===== src/rtl/pwm_pkg.sv =====
// Shared constants for the PWM period/duty timebase.
package pwm_pkg;

    localparam int PWM_N_DEFAULT     = 7;
    localparam int PWM_PSC_W_DEFAULT = 8;

    // Reset constants are kept wide and sliced to N by the users.
    localparam logic [31:0] PWM_TOP_ACT_RST  = '1;
    localparam logic [31:0] PWM_DUTY_ACT_RST = '0;

endpackage : pwm_pkg


===== src/rtl/pwm_prescaler.sv =====
// Clock-enable prescaler: one tick every psc+1 enabled cycles, psc sampled live.
module pwm_prescaler
    import pwm_pkg::*;
#(
    parameter int PSC_W = PWM_PSC_W_DEFAULT
) (
    input  logic             clk,
    input  logic             rst_n,
    input  logic             en,
    input  logic [PSC_W-1:0] psc,
    output logic             tick
);

    logic [PSC_W-1:0] psc_cnt_q;
    logic [PSC_W-1:0] psc_cnt_d;

    // >= rather than == so lowering psc below the count ticks immediately.
    always_comb begin
        tick      = 1'b0;
        psc_cnt_d = psc_cnt_q;
        if (en) begin
            if (psc_cnt_q >= psc) begin
                tick      = 1'b1;
                psc_cnt_d = '0;
            end else begin
                psc_cnt_d = psc_cnt_q + 1'b1;
            end
        end
    end

    always_ff @(posedge clk or negedge rst_n) begin
        if (!rst_n) begin
            psc_cnt_q <= '0;
        end else begin
            psc_cnt_q <= psc_cnt_d;
        end
    end

endmodule : pwm_prescaler


===== src/rtl/pwm_period_counter.sv =====
// PWM period counter with a one-deep pending {top, duty} slot applied at wrap.
// Optional prescaler compiled in with `define PWM_PRESCALER_EN.
module pwm_period_counter
    import pwm_pkg::*;
#(
    parameter int N     = PWM_N_DEFAULT,
    parameter int PSC_W = PWM_PSC_W_DEFAULT
) (
    input  logic             clk,
    input  logic             rst_n,
    input  logic             en,
    input  logic             cfg_valid,
    output logic             cfg_ready,
    input  logic [N-1:0]     cfg_top,
    input  logic [N-1:0]     cfg_duty,
`ifdef PWM_PRESCALER_EN
    input  logic [PSC_W-1:0] psc,
`endif
    output logic [N-1:0]     cnt,
    output logic [N-1:0]     duty_act,
    output logic [N-1:0]     top_act,
    output logic             period_end
);

    if (N < 1 || PSC_W < 1) begin : g_bad_param
        $error("pwm_period_counter: N and PSC_W must be at least 1");
    end

    logic tick;

`ifdef PWM_PRESCALER_EN
    pwm_prescaler #(
        .PSC_W (PSC_W)
    ) u_prescaler (
        .clk   (clk),
        .rst_n (rst_n),
        .en    (en),
        .psc   (psc),
        .tick  (tick)
    );
`else
    assign tick = en;
`endif

    logic [N-1:0] cnt_q,        cnt_d;
    logic [N-1:0] top_act_q,    top_act_d;
    logic [N-1:0] duty_act_q,   duty_act_d;
    logic         period_end_q, period_end_d;
    logic         pending_q,    pending_d;
    logic [N-1:0] pend_top_q,   pend_top_d;
    logic [N-1:0] pend_duty_q,  pend_duty_d;

    logic wrap;
    logic accept;
    logic apply;

    assign wrap      = tick && (cnt_q == top_act_q);
    assign cfg_ready = !pending_q;
    assign accept    = cfg_valid && !pending_q;
    assign apply     = wrap && pending_q;

    // accept and apply are mutually exclusive: one needs pending low, the other high.
    always_comb begin
        cnt_d        = cnt_q;
        top_act_d    = top_act_q;
        duty_act_d   = duty_act_q;
        pending_d    = pending_q;
        pend_top_d   = pend_top_q;
        pend_duty_d  = pend_duty_q;
        period_end_d = wrap;

        if (tick) begin
            cnt_d = wrap ? '0 : cnt_q + 1'b1;
        end

        if (apply) begin
            top_act_d  = pend_top_q;
            duty_act_d = pend_duty_q;
            pending_d  = 1'b0;
        end else if (accept) begin
            pend_top_d  = cfg_top;
            pend_duty_d = cfg_duty;
            pending_d   = 1'b1;
        end
    end

    always_ff @(posedge clk or negedge rst_n) begin
        if (!rst_n) begin
            cnt_q        <= '0;
            top_act_q    <= PWM_TOP_ACT_RST[N-1:0];
            duty_act_q   <= PWM_DUTY_ACT_RST[N-1:0];
            period_end_q <= 1'b0;
            pending_q    <= 1'b0;
        end else begin
            cnt_q        <= cnt_d;
            top_act_q    <= top_act_d;
            duty_act_q   <= duty_act_d;
            period_end_q <= period_end_d;
            pending_q    <= pending_d;
        end
    end

    // Pending data is only ever read while pending_q is set, so it needs no reset.
    always_ff @(posedge clk) begin
        pend_top_q  <= pend_top_d;
        pend_duty_q <= pend_duty_d;
    end

    assign cnt        = cnt_q;
    assign duty_act   = duty_act_q;
    assign top_act    = top_act_q;
    assign period_end = period_end_q;

endmodule : pwm_period_counter

===== config.mk =====
export PLATFORM = sky130hd
export DESIGN_NAME = pwm_period_counter
export DESIGN_NICKNAME = d
export VERILOG_FILES = /design/src/rtl/pwm_pkg.sv /design/src/rtl/pwm_prescaler.sv /design/src/rtl/pwm_period_counter.sv
export SDC_FILE = /design/constraint.sdc
export NUM_CORES = 1
export LEC_CHECK = 0
export CAP_MARGIN = 15
export CORE_ASPECT_RATIO = 0.8
export CORE_MARGIN = 1.5
export CORE_UTILIZATION = 45
export DETAILED_ROUTE_END_ITERATION = 8
export MAX_ROUTING_LAYER = met4
export PLACE_DENSITY = 0.75
export SKIP_CTS_REPAIR_TIMING = 1
export SLEW_MARGIN = 20
export SYNTH_ARGS = -nofsm -noshare
export SYNTH_HDL_FRONTEND = slang
export SYNTH_SLANG_ARGS = --single-unit
export TNS_END_PERCENT = 20

===== constraint.sdc =====
create_clock -name clk -period 2.6 [get_ports clk]
set_input_delay 0.26 -clock clk [delete_from_list [all_inputs] [get_ports clk]]
set_output_delay 0.26 -clock clk [all_outputs]
set_load 0.03 [all_outputs]

==> results.cfg <==
[sta]
fin_hold_ws_ps = 329
clock_skew_ps = 5.53
setup_viol = 0
post-route-period-util = 0.722
rsz0062_at_grt = no
fin_setup_tns_ps = 0
slew-limit-headroom = 0.533
fin_crit_ps = 1880
hold_viol = 0
worstMarginPinSlew_ps = 694
clock.fmax_mhz = 532
final_max_slew_viol_count = 0

[synthesis]
yosysUniqueCellTypes = 24
synth_seq_area_share = 0.667
synth_area_per_cell_um2 = 15.7
synthCells = 96
yosys_warnings = 0
synth-seq-cells = 37
netlist_area_mm2 = 0.00151
synth_nets = 115
synth_top_cell_area_share = 0.279
yosysTopAreaCell = edfxtp_1
synth.area.top_cells = edfxtp_1 28%, dfrtp_1 27%, dfstp_2 12%, mux2_4 9.0%, xnor2_1 4.1%

[worst_setup_path]
cp.required_ps = 2770
critical_path.max_fanout = 15
critical_path_class = reg -> reg
startpoint_type = register
cp.arrival_ps = 2050
r2r.worst_path.cells = 5
end_kind = register

[layout]
utilization = 0.653
n_antenna_cell = 0
drive_gt1_frac = 0.248
fill_cells = 224
final_common_cell = clkdlybuf4s50_1
final_cell_mix = 40 x clkdlybuf4s50_1, 16 x dfrtp_1, 14 x edfxtp_1
areaGrowthSynthToFinish_pct = 35.7
final_cells = 185
nNetsFinal = 163

[floorplan]
core_mm2 = 0.00313
fp.dieArea_mm2 = 0.00371
die_x_um = 67.7
std_cell_rows = 18
num_io_pins = 41
dieHeight_um = 54.8
start_util = 0.481

[placed_design]
routabilityCongestion = 0.783
place_inst = 177
io_buffers = 40
dp_hpwl_mm = 1.80

[global_routing]
met2_usage = 0.271
grt_antenna_before_repair = 0
grt.met3_usage = 0.0802
grt_usage = 0.169
grt_first_pass_wirelength_mm = 4.18
grt_pass1_vias = 917
busiest_layer = met2
gr-total-overflow = 0
grt_max_degree = 24
grt_util_met1 = 0.194

[drt]
firstDrtPassIters = 4
wl_mm = 2.52
route.detailed.drc = 0
drtAntennaViolNets = 0
wire_per_inst_um = 13.6
vias = 915
via_per_inst = 4.95
drt_iter0_drc = 23

[clock_tree]
clock-root-buffer = clkbuf_8
cts_buffers = 5
cts_tree = yes
clock_path_buffers = 2
clk_pin_slew_ps = 70
clock_sinks = 37
h-tree-depth = 2
clkLatencyLatePin_ps = 280

[pwr]
power.density_mw_per_mm2 = 1170
peakVddDrop_v = 0.000654
power.leakage_nw = 0.784

[run_status]
status = complete, no violations

[run]
cap_violations = 0

[min_path]
hold_path_class = in -> async
[layout make-up]
cell class	count	area, µm²	share of cell area
multi-input cells	54	468	0.229
well taps	40	50.0	0.0245
repair buffers	43	423	0.207
clock inverters	2	15.0	0.00734
flip-flops and latches	37	1000	0.491
clock buffers	6	72.6	0.0355
inverters	3	11.3	0.00551
[cell families after synthesis]
family / Yosys count / synth area share
AOI/OAI and AO/OA: 3 / 0.0174
xor gates and xnor gates: 10 / 0.0581
adders and majority gates: 1 / 0.00830
buffers and inverters: 5 / 0.0224
DFF: 37 / 0.667
muxes: 14 / 0.127
and+or+nand+nor: 26 / 0.0997
[stage by stage]
stage | power (mW) | cell area, µm² | setup slack (ps)
5_1_grt | 2.54 | 2040 | 581
2_1_floorplan | 1.63 | 1510 | 619
6_report | 2.40 | 2040 | 722
3_3_place_gp | 2.01 | 1960 | 588
4_1_cts | 2.43 | 2040 | 704
3_5_place_dp | 2.03 | 1960 | 536
[worst max-delay path, stage by stage (launching register included)]
cell	delay [ps]
dfstp_2	560
xnor2_1	130
o221ai_2	160
nor4_4	270
buf_4	300
mux2_2	360
[worst paths after layout]
kind	from	to	slack (ps)
worst max-delay path	top_act[6]$_DFFE_PN1P_	duty_act[2]$_DFFE_PN0P_	720
worst min-delay path	rst_n	duty_act[5]$_DFFE_PN0P_	330
worst max register to register	top_act[6]$_DFFE_PN1P_	duty_act[2]$_DFFE_PN0P_	720
worst min register to register	pend_top_q[1]$_DFFE_PP_	top_act[1]$_DFFE_PN1P_	480
max in group asynchronous	rst_n	top_act[5]$_DFFE_PN1P_	1990
min in group clk	pend_top_q[1]$_DFFE_PP_	top_act[1]$_DFFE_PN1P_	480
[synthesized netlist by cell type (all sizes together)]
master   n
nor2     9
nand2b   3
xnor2    7
nand4    3
dfstp    7
nand3    1
xor2     3
buf      2
edfxtp  14
nor4     2
o22ai    1
inv      3
mux2    14
o221ai   1
or2b     1
nor2b    1
o21ai    1
dfrtp   16
nand2    6
ha       1
[state kept, by name (all words and copies together) (netlist names)]
| register | flops |
|---|---|
| pending_q | 1 |
| top_act | 7 |
| duty_act | 7 |
| pend_top_q | 7 |
| period_end | 1 |
| pend_duty_q | 7 |
| cnt | 7 |
[routing by layer]
layer  vias up  part of all wire
li1        428                 -
met5         -                 0
met2        33              0.48
met3         2             0.069
met4         0            0.0020
met1       452              0.45
[power by group]
part / switching [mW] / leakage [nW] / internal, mW
sequential: 0.160 / 0.399 / 0.809
clock: 0.193 / 0.0374 / 0.189
combinational: 0.545 / 0.348 / 0.501
(Power assumes the default switching activity.)
